===== src/rtl/kb_scan_ctrl.sv =====
// kb_scan_ctrl: matrix keypad scanner. Drives one column low at a time,
// samples the synchronised rows after a settle dwell, debounces a single
// key for press and release, and presents its code on a valid/ready port.
module kb_scan_ctrl #(
    parameter int N_ROW      = 5,
    parameter int N_COL      = 4,
    parameter int SETTLE     = 1000,
    parameter int DEB_CYCLES = 100000,
    parameter int CODE_W     = 5
) (
    input  logic              clk,
    input  logic              rstn,
    input  logic [N_ROW-1:0]  K_ROW,
    output logic [N_COL-1:0]  K_COL,
    output logic [CODE_W-1:0] key_code,
    output logic              key_valid,
    input  logic              key_ready,
    output logic              overrun,
    input  logic              overrun_clr
);

    localparam int ROW_W   = (N_ROW > 1) ? $clog2(N_ROW) : 1;
    localparam int COL_W   = (N_COL > 1) ? $clog2(N_COL) : 1;
    localparam int DWELL_W = $clog2(SETTLE);
    localparam int DEB_W   = $clog2(DEB_CYCLES);

    localparam logic [1:0] ST_SCAN     = 2'd0;
    localparam logic [1:0] ST_DEBOUNCE = 2'd1;
    localparam logic [1:0] ST_PRESS    = 2'd2;
    localparam logic [1:0] ST_RELEASE  = 2'd3;

    localparam logic [N_COL-1:0]   COL_ONE    = N_COL'(1);
    localparam logic [COL_W-1:0]   COL_LAST   = COL_W'(N_COL - 1);
    localparam logic [DWELL_W-1:0] DWELL_LAST = DWELL_W'(SETTLE - 1);
    localparam logic [DEB_W-1:0]   DEB_LAST   = DEB_W'(DEB_CYCLES - 1);

    logic [N_ROW-1:0]   r_sync1;
    logic [N_ROW-1:0]   r_sync2;
    logic [1:0]         r_state;
    logic [COL_W-1:0]   r_col_idx;
    logic [N_COL-1:0]   r_col_drv;
    logic [DWELL_W-1:0] r_dwell;
    logic [DEB_W-1:0]   r_deb_cnt;
    logic [ROW_W-1:0]   r_cap_row;
    logic [CODE_W-1:0]  r_key_code;
    logic               r_key_valid;
    logic               r_overrun;

    logic [COL_W-1:0]   w_next_col;
    logic [N_COL-1:0]   w_next_drv;
    logic [ROW_W-1:0]   w_low_row;
    logic               w_all_high;
    logic               w_trk_high;
    logic               w_hs;
    logic [CODE_W-1:0]  w_press_code;

    assign w_next_col   = (r_col_idx == COL_LAST) ? '0 : r_col_idx + 1'b1;
    assign w_next_drv   = ~(COL_ONE << w_next_col);
    assign w_all_high   = &r_sync2;
    // While debouncing/releasing the column never moves, so r_col_idx is the captured column.
    assign w_trk_high   = r_sync2[r_cap_row];
    assign w_hs         = r_key_valid && key_ready;
    assign w_press_code = CODE_W'(r_cap_row) * CODE_W'(N_COL) + CODE_W'(r_col_idx);

    // Lowest-index closed row on the driven column wins when several are low.
    always_comb begin
        // NOTE: default assignment first so every path writes w_low_row and no latch is inferred.
        w_low_row = '0;
        for (int i = N_ROW - 1; i >= 0; i--) begin
            if (!r_sync2[i]) w_low_row = ROW_W'(i);
        end
    end

    // Two-flop synchroniser for the asynchronous row lines; idle rows read high.
    always_ff @(posedge clk or negedge rstn) begin
        // NOTE: non-blocking assignments so every flop samples pre-edge values.
        if (!rstn) begin
            r_sync1 <= '1;
            r_sync2 <= '1;
        end else begin
            r_sync1 <= K_ROW;
            r_sync2 <= r_sync1;
        end
    end

    // Scan / debounce / press / release sequencer with column drive.
    always_ff @(posedge clk or negedge rstn) begin
        if (!rstn) begin
            r_state   <= ST_SCAN;
            r_col_idx <= '0;
            r_col_drv <= ~COL_ONE;
            r_dwell   <= '0;
            r_deb_cnt <= '0;
            r_cap_row <= '0;
        end else begin
            case (r_state)
                ST_SCAN: begin
                    if (r_dwell == DWELL_LAST) begin
                        r_dwell <= '0;
                        if (w_all_high) begin
                            r_col_idx <= w_next_col;
                            r_col_drv <= w_next_drv;
                        end else begin
                            r_cap_row <= w_low_row;
                            r_deb_cnt <= '0;
                            r_state   <= ST_DEBOUNCE;
                        end
                    end else begin
                        r_dwell <= r_dwell + 1'b1;
                    end
                end
                ST_DEBOUNCE: begin
                    if (!w_trk_high) begin
                        if (r_deb_cnt == DEB_LAST) r_state <= ST_PRESS;
                        else                       r_deb_cnt <= r_deb_cnt + 1'b1;
                    end else begin
                        // Glitch: drop the candidate and move on to the next column.
                        r_state   <= ST_SCAN;
                        r_col_idx <= w_next_col;
                        r_col_drv <= w_next_drv;
                        r_dwell   <= '0;
                    end
                end
                ST_PRESS: begin
                    r_deb_cnt <= '0;
                    r_state   <= ST_RELEASE;
                end
                default: begin
                    if (w_trk_high) begin
                        if (r_deb_cnt == DEB_LAST) begin
                            r_state   <= ST_SCAN;
                            r_col_idx <= w_next_col;
                            r_col_drv <= w_next_drv;
                            r_dwell   <= '0;
                        end else begin
                            r_deb_cnt <= r_deb_cnt + 1'b1;
                        end
                    end else begin
                        r_deb_cnt <= '0;
                    end
                end
            endcase
        end
    end

    // Output key register: PRESS loads a new code (newest wins), handshake consumes it.
    always_ff @(posedge clk or negedge rstn) begin
        if (!rstn) begin
            r_key_code  <= '0;
            r_key_valid <= 1'b0;
        end else if (r_state == ST_PRESS) begin
            r_key_code  <= w_press_code;
            r_key_valid <= 1'b1;
        end else if (w_hs) begin
            r_key_valid <= 1'b0;
        end
    end

    // Sticky overrun: a press landed on an unconsumed key; set beats clear.
    always_ff @(posedge clk or negedge rstn) begin
        if (!rstn) begin
            r_overrun <= 1'b0;
        end else if ((r_state == ST_PRESS) && r_key_valid && !key_ready) begin
            r_overrun <= 1'b1;
        end else if (overrun_clr) begin
            r_overrun <= 1'b0;
        end
    end

    assign K_COL     = r_col_drv;
    assign key_code  = r_key_code;
    assign key_valid = r_key_valid;
    assign overrun   = r_overrun;

endmodule


===== config.mk =====
export PLATFORM = sky130hd
export DESIGN_NAME = kb_scan_ctrl
export DESIGN_NICKNAME = d
export VERILOG_FILES = /design/src/rtl/kb_scan_ctrl.sv
export SDC_FILE = /design/constraint.sdc
export NUM_CORES = 1
export LEC_CHECK = 0
export ABC_AREA = 1
export CORE_MARGIN = 2
export CORE_UTILIZATION = 54
export DETAILED_ROUTE_END_ITERATION = 7
export PLACE_DENSITY = 0.76
export SYNTH_ARGS = -nofsm -noshare
export SYNTH_HDL_FRONTEND = slang
export SYNTH_SLANG_ARGS = --single-unit
export TNS_END_PERCENT = 5

===== constraint.sdc =====
create_clock -name clk -period 1.62 [get_ports clk]
set_clock_uncertainty 0.1 [all_clocks]
set_input_delay 0.324 -clock clk [delete_from_list [all_inputs] [get_ports clk]]
set_output_delay 0.324 -clock clk [all_outputs]
set_load 0.005 [all_outputs]

* After elaboration in Yosys (flattened, before gate mapping)
Cells that the tools add are included.
** Word-level totals
- Flip-flop bits (word level) :: 55
- Bits of input ports :: 9
** Cells by class
- Add/subtract/negate cells :: 4
- $lt $le $gt $ge :: 1
- Equality and inequality tests :: 11
- Shift-type cells :: 1
- Muxes and demuxes :: 42
- Bitwise operators :: 3
- Reduce and logical (&&, ||, !) cells :: 17
** Operators with widths (count)
- two-way mux 17 bit :: 5
- case mux 17 bit (3 select lines) :: 1
- two-way mux 10 bit :: 4
- case mux 10 bit (3 select lines) :: 1
- two-way mux 2 bit :: 12
- two-way mux 4 bit :: 5
- adder 17 x 1 -> 17 bit (second input constant) :: 1
- == test 17 bit (second input constant) :: 1
- two-way mux 3 bit :: 5
- case mux 2 bit (3 select lines) :: 2
- case mux 4 bit (3 select lines) :: 1
- adder 10 x 1 -> 10 bit (second input constant) :: 1
- == test 10 bit (second input constant) :: 1
- != test 2 bit (second input constant) :: 5
- AND reduction 5 bit :: 2
- nonzero test 4 bit :: 2
- AND reduction 3 bit :: 2
- AND reduction 6 bit :: 1
- nonzero test 2 bit :: 3
- adder 5 x 2 -> 5 bit :: 1
- two-way mux 1 bit :: 5
- == test 2 bit (second input constant) :: 2
- < comparator 3 x 4 -> 1 bit (second input constant) :: 1
- inverter 4 bit :: 1
- other kinds (11) :: 14

* Longest topological paths before layout
Gate-level depths: netlist of run 1.
- Word-level depth :: 7
- Mapped depth :: 12
- Depth with buffers taken out :: 12

* Worst setup path after synthesis of run 1
Ideal clock, no wire load.
- Kind :: register -> register
- Start point :: register r_deb_cnt[0]
- End point :: register r_dwell[7]
- Arrival time :: 1447 ps
- Required time :: 1389 ps
- Path slack :: -58 ps
- Stages on the path, launching flop included :: 10
- Buffers on the path :: 1
- Period minus slack after synthesis :: 1678 ps
- Path through :: dfrtp_1 ha_1 nand3_2 nor2_4 nand3_2 nand2_2 nand2_2 nor2_4 buf_6 o21ai_0
** On the way
- Cells in the longest elaborated chain, start to end :: 3
** RTL lines
- from (decl) :: line 43 : logic [DEB_W-1:0] r_deb_cnt;
- from (signal assigned) :: line 115 : else r_deb_cnt <= r_deb_cnt + 1'b1;
- from (signal assigned) :: line 136 : r_deb_cnt <= r_deb_cnt + 1'b1;
- == test 17 bit :: line 130 : if (r_deb_cnt == DEB_LAST) begin
- nonzero test 3 bit (no source line)
- AND reduction 4 bit (no source line)
- to (signal assigned) :: line 109 : r_dwell <= r_dwell + 1'b1;
- to (decl) :: line 42 : logic [DWELL_W-1:0] r_dwell;
No other way between the ends.
A chain may end at the register's enable or synchronous reset.

* Final worst setup path of run 1
- Start point :: register r_deb_cnt[0]
- End point :: register r_col_drv[0], in the netlist K_COL[0]
** On the way
- Cells in the longest elaborated chain, start to end :: 3
** RTL lines
- == test 17 bit :: line 130
- nonzero test 3 bit (no source line)
- AND reduction 6 bit (no source line)
- to (signal assigned) :: line 102 : r_col_drv <= w_next_drv;
- to (signal assigned) :: line 120 : r_col_drv <= w_next_drv;
- to (signal assigned) :: line 133 : r_col_drv <= w_next_drv;
- to (decl) :: line 41 : logic [N_COL-1:0] r_col_drv;
No other way between the ends.

==> results.cfg, run 1 <==
[final_layout]
design_area_mm2 = 0.00419
fill_cells = 473
drive_gt1_share_pct = 23.9
multi_input_area_mm2 = 0.00171
antenna-diode-count = 0
layout_commonest_cell = nand2_1
regArea_mm2 = 0.00139
area_delta_synth_final_pct = 29.1
layout.nets = 538
final_cell_mix = nand2_1, inv_1, buf_4

[synth]
synth_top_area_share_pct = 32.4
ys_seq_area_share_pct = 42.9
netlist_instances = 448
synthDistinctLibCells = 30
ys_warn_count = 0
synth_top_area_cell = dfrtp_1
synthTopCellsByArea = dfrtp_1, nand2_1, dfstp_2
synth_area_mm2 = 0.00325
ys_ff_latch = 55
syn_area_per_cell_um2 = 7.25
synth_fp_nets = 463

[grt]
grt_pass1_vias = 2999
grt_max_degree = 56
grt-ovfl-total = 0
antenna_found_initial = 0
grt_first_pass_wirelength_um = 13300
grtUsageTotal_pct = 25.9

[clocking]
clock_path_buffers = 2
cts.clk_slew.worst_paths_ns = 0.12
cts.sinks = 55
cts-root-buf = clkbuf_8
cts_tree = yes
clk_latency_ns = 0.32
cts_buffers = 5
htreeDepth = 2

[timing]
drv_slew = 0
worst_slack_ns = -0.145
finalHoldViolations = 0
relSlewSlack_pct = 80.6
worst_pin_slew_ns = 0.290
setup_viol = 33
rsz0062_at_grt = yes
holdWs_ns = 0.261
fmax_ghz = 0.567
fin_crit_sh_pct = 109
fin_crit_ns = 1.76

[placement]
dp_slack_ns = -0.133
post_dp_cell_area_mm2 = 0.00394
io_buffers = 19
routabilityCongestion = 0.989
place_hpwl_um = 5660

[detailed_routing]
dr.pass1.iters = 4
avgRoutedWirePerCell_um = 13.3
via_per_inst = 5.18
drc = 0
drt_wl_total_um = 7940
vias = 3103
drt_iter0_markers = 168
drtAntennaViolNets = 0

[worst_setup_path]
required_ns = 1.73
path_buf_inv = 0
cp_data_arrival_time_ns = 1.88
path_max_fanout = 7
path_cells = ha_4, nand3_4, nor2_4, nand3_2, nand2_2, nand2_2, nor2_4, nand2_4, nand2_1, nand2_1
cp-end-kind = flip-flop
cp_slowest_cell = dfrtp_1
max_stage_delay_ns = 0.42
crit_family = simple AND/OR/NAND/NOR gates
startpoint_type = flip-flop
critPathKind = reg2reg

[floorplan]
die_h_um = 81.5
row_count = 28
io_pins = 20
die-area_mm2 = 0.00665
coreArea_mm2 = 0.00585
initial_core_util_pct = 55.5
die_w_um = 81.5

[min_path]
min_path_type = reg2reg

[power_and_ir_drop]
p_leak_nw = 2.21
finalPower_mw = 2.34
power.density_mw_per_mm2 = 558
vdd_drop_max_mv = 0.583

[status]
status = complete, but fails checks
violations = negative setup slack

[flow_run]
maxCapViolCount = 0
-- cell type report --
| cell class | count | area share [%] |
|---|---|---|
| multi-input cells | 327 | 40.8 |
| flip-flops and latches | 55 | 33.2 |
| repair buffers | 77 | 16.1 |
| inverters | 57 | 5.10 |
| well taps | 75 | 2.24 |
| clock buffers | 5 | 1.64 |
| clock inverters | 3 | 0.806 |
-- logic make-up after synthesis --
group | count (synthesis) | share of synthesized area [%]
AND/OR/NAND/NOR | 282 | 39.1
buffers and inverters | 66 | 8.32
flip-flops | 55 | 42.9
AO/OA/AOI/OAI | 30 | 4.97
XOR/XNOR | 9 | 2.43
adder cells (fa/ha/maj) | 6 | 2.31
-- worst reg2reg max path, cell delays in order, from the launching register on --
cell     delay (ns)
dfrtp_1        0.42
ha_4           0.17
nand3_4        0.10
nor2_4         0.13
nand3_2        0.10
nand2_2        0.10
nand2_2        0.07
nor2_4         0.24
nand2_4        0.10
nand2_1        0.07
nand2_1        0.05
-- power breakdown --
group	total (mW)	internal (mW)	switching (mW)	leakage, nW
sequential	1.40	1.40	0.00590	0.709
combinational	0.0840	0.0337	0.0502	1.45
clock	0.852	0.327	0.525	0.0515
total	2.34	1.76	0.581	2.21
-- flip-flops by register name, indices dropped and copies added (netlist names) --
name / cells
key_code: 5
key_valid: 1
r_sync2: 5
r_dwell: 10
r_col_idx: 2
K_COL: 4
overrun: 1
r_state: 2
r_deb_cnt: 17
r_sync1: 5
r_cap_row: 3
-- worst paths after layout --
check	cells past startpoint	start	slack, ns	to
min	0	r_sync1[0]	0.26	r_sync2[0]
max in group asynchronous	3	rstn	0.70	r_sync2[4]
max reg2reg	10	r_deb_cnt[0]	-0.14	K_COL[0]
min in group asynchronous	3	rstn	0.42	r_deb_cnt[1]
max	10	r_deb_cnt[0]	-0.14	K_COL[0]
min reg2reg	0	r_sync1[0]	0.26	r_sync2[0]
-- metal layers --
| layer | vias up | track usage (%) | share of wire [%] |
|---|---|---|---|
| met4 | 0 | 8.64 | 1.7 |
| met3 | 12 | 3.52 | 3.4 |
| met5 | - | 0 | 0 |
| met1 | 1451 | 32.4 | 44 |
| met2 | 67 | 45.7 | 51 |
| li1 | 1573 | - | - |
-- cells in the mapped netlist, drive strengths merged --
library cell and count:
buf 6, o31ai 1, dfrtp 42, o21ai 24, nand3 44, dfstp 13
nand2 164, clkbuf 3, nor3 4, nand3b 8, or2 2, nor2 41
xnor2 1, o22ai 1, a21oi 2, inv 57, o2111ai 1, and2 1
o32ai 1, nand4 18, ha 6, xor2 8
-- through the flow --
step                TNS [ns]  cells  util (%)
finish                 -2.81    599      71.6
global route           -6.68    599      71.6
floorplan             -0.257    448         -
global placement      -0.891    587      67.3
CTS                    -2.28    597      69.5
detailed placement     -2.58    587      67.3
-- repair_timing --
action,in CTS,in global routing
hold endpoints to repair,42,0
setup buffers,1,2
hold buffers,1,0
gates resized for setup,16,32
endpoints found under the setup margin,40,41
pin swaps,4,5
Note: power is estimated with default switching activity, not from simulation.
==> inputs of run 2 (changes only) <==
--- a/config.mk
+++ b/config.mk
@@ -7,9 +7,9 @@
 export LEC_CHECK = 0
 export ABC_AREA = 1
 export CORE_MARGIN = 2
-export CORE_UTILIZATION = 54
+export CORE_UTILIZATION = 50
 export DETAILED_ROUTE_END_ITERATION = 7
-export PLACE_DENSITY = 0.76
+export PLACE_DENSITY = 0.72
 export SYNTH_ARGS = -nofsm -noshare
 export SYNTH_HDL_FRONTEND = slang
 export SYNTH_SLANG_ARGS = --single-unit
==> results.cfg, run 2 (synthesis gave the netlist of run 1 again) <==
[status]
status = complete, but fails checks
violations = negative setup slack

[timing]
worst_slack_ns = -0.0952
setup_viol = 33
drv_slew = 0
fin_crit_sh_pct = 106
relSlewSlack_pct = 80.1
finalHoldViolations = 0
rsz0062_at_grt = yes
fmax_ghz = 0.583
fin_crit_ns = 1.72
worst_pin_slew_ns = 0.298

[floorplan]
row_count = 29
die_h_um = 84.6
initial_core_util_pct = 51.4
die-area_mm2 = 0.00715
die_w_um = 84.6
coreArea_mm2 = 0.00631
io_pins = 20

[final_layout]
layout.cells.non_filler = 598
antenna-diode-count = 0
final_cell_mix = nand2_1, inv_1, buf_4
regMostFlops = r_deb_cnt
design_area_mm2 = 0.00419
layout.nets = 535
drive_gt1_share_pct = 23.8
area_delta_synth_final_pct = 29.1
reg_top3 = r_deb_cnt: 17 flops, r_dwell: 10 flops
layout_commonest_cell = nand2_1
largest_reg_flops = 17

[placement]
io_buffers = 19
routabilityCongestion = 0.968
place_hpwl_um = 5600
post_dp_cell_area_mm2 = 0.00393
dp_cells = 589

[worst_setup_path]
path_buf_inv = 2
cp_data_arrival_time_ns = 1.83
crit_family = simple AND/OR/NAND/NOR gates
cp_slowest_cell = dfrtp_1
path_cells = ha_2, nand2_4, nor2_4, nand3_2, nand2_2, buf_4, inv_1, nor2_4, nand2_4, nand2_1, nand2_1
max_stage_delay_ns = 0.37
path_max_fanout = 7
worstSetupPathDepth = 11
critPathKind = reg2reg
startpoint_type = flip-flop
r2r_end = K_COL[0]
rrSetupSlack_ns = -0.1
cp-end-kind = flip-flop
r2r_start = r_dwell[1]
required_ns = 1.74
r2r_cells = 11
startpoint = r_dwell[1]
worstSetupEndpoint = K_COL[0]

[detailed_routing]
via_per_inst = 5.20
wl_met2_um = 3880
vias = 3107
drc = 0
avgRoutedWirePerCell_um = 13.1
drtAntennaViolNets = 0
highest_layer = met4
wl_met3_um = 410
m1WireLength_um = 3440
drt_iter0_markers = 238
dr.pass1.iters = 5
drt_wl_total_um = 7840

[grt]
grtUsageTotal_pct = 23.1
grt_max_degree = 56
grt-ovfl-total = 0
antenna_found_initial = 0
grt_pass1_vias = 3032
grt_first_pass_wirelength_um = 13600

[clocking]
cts-root-buf = clkbuf_8
cts_buffers = 5
clock_path_buffers = 2
cts_tree = yes
cts.clk_slew.worst_paths_ns = 0.11
htreeDepth = 2
cts.sinks = 55
clk_latency_ns = 0.32

[power_and_ir_drop]
finalPower_mw = 2.32
vdd_drop_max_mv = 0.481
power.density_mw_per_mm2 = 555
p_leak_nw = 2.24

[flow_run]
maxCapViolCount = 0

[min_path]
holdPathStages = 0
min_path_type = reg2reg
run 2: cell count changes in the layout (fill, tap and decap cells not counted), moves of 3 or more:
| cell | before | now |
|---|---|---|
| nand2_4 | 2 | 5 |
| inv_2 | 3 | 6 |
| nand2_2 | 12 | 9 |
| buf_4 | 51 | 48 |
| nor2_2 | 4 | 7 |
| inv_1 | 54 | 51 |
run 2: power breakdown:
group	internal, mW	leakage [nW]	switching (mW)
clock	0.326	0.0515	0.507
sequential	1.40	0.709	0.00723
combinational	0.0373	1.48	0.0512
run 2: per-stage QoR:
step / setup TNS, ns / setup WS, ns / utilization [%] / hold slack [ns]
floorplan: -0.257 / -0.0257 / - / -0.0716
global placement: -0.681 / -0.0540 / 62.2 / 0.243
detailed placement: -1.61 / -0.0878 / 62.2 / 0.246
CTS: -1.13 / -0.0877 / 64.4 / 0.264
global route: -5.76 / -0.230 / 66.4 / 0.269
finish: -1.70 / -0.0952 / 66.4 / 0.262
run 2: final cells by class:
class                           count  area (um2)
Multi-Input combinational cell    327        1730
Tap cell                           77        96.3
Sequential cell                    55        1390
Clock buffer                        5        68.8
Clock inverter                      3        33.8
Inverter                           57         214
Fill cell                         541        2120
Timing Repair Buffer               74         653
run 2: repair_timing:
item,4_1_cts,5_1_grt
resized for setup,18,38
hold buffers,1,0
buffers inserted,0,0
endpoints found under the hold margin,42,0
pin swaps,4,6
setup endpoints to repair,38,42
run 2: how the worst min path moves through the flow:
stage | from | endpoint | slack, ns
floorplan | rstn | K_COL[0] | -0.07
global placement | rstn | r_dwell[8] | 0.24
detailed placement | rstn | overrun | 0.25
CTS | r_sync1[3] | r_sync2[3] | 0.26
global route | r_sync1[2] | r_sync2[2] | 0.27
finish | r_sync1[2] | r_sync2[2] | 0.26
run 2: per-layer routing:
| metal | vias up | GRT usage [%] |
|---|---|---|
| met5 | - | 0 |
| met4 | 0 | 5.05 |
| met3 | 11 | 3.64 |
| met2 | 75 | 40.2 |
| met1 | 1453 | 30.6 |
| li1 | 1568 | - |
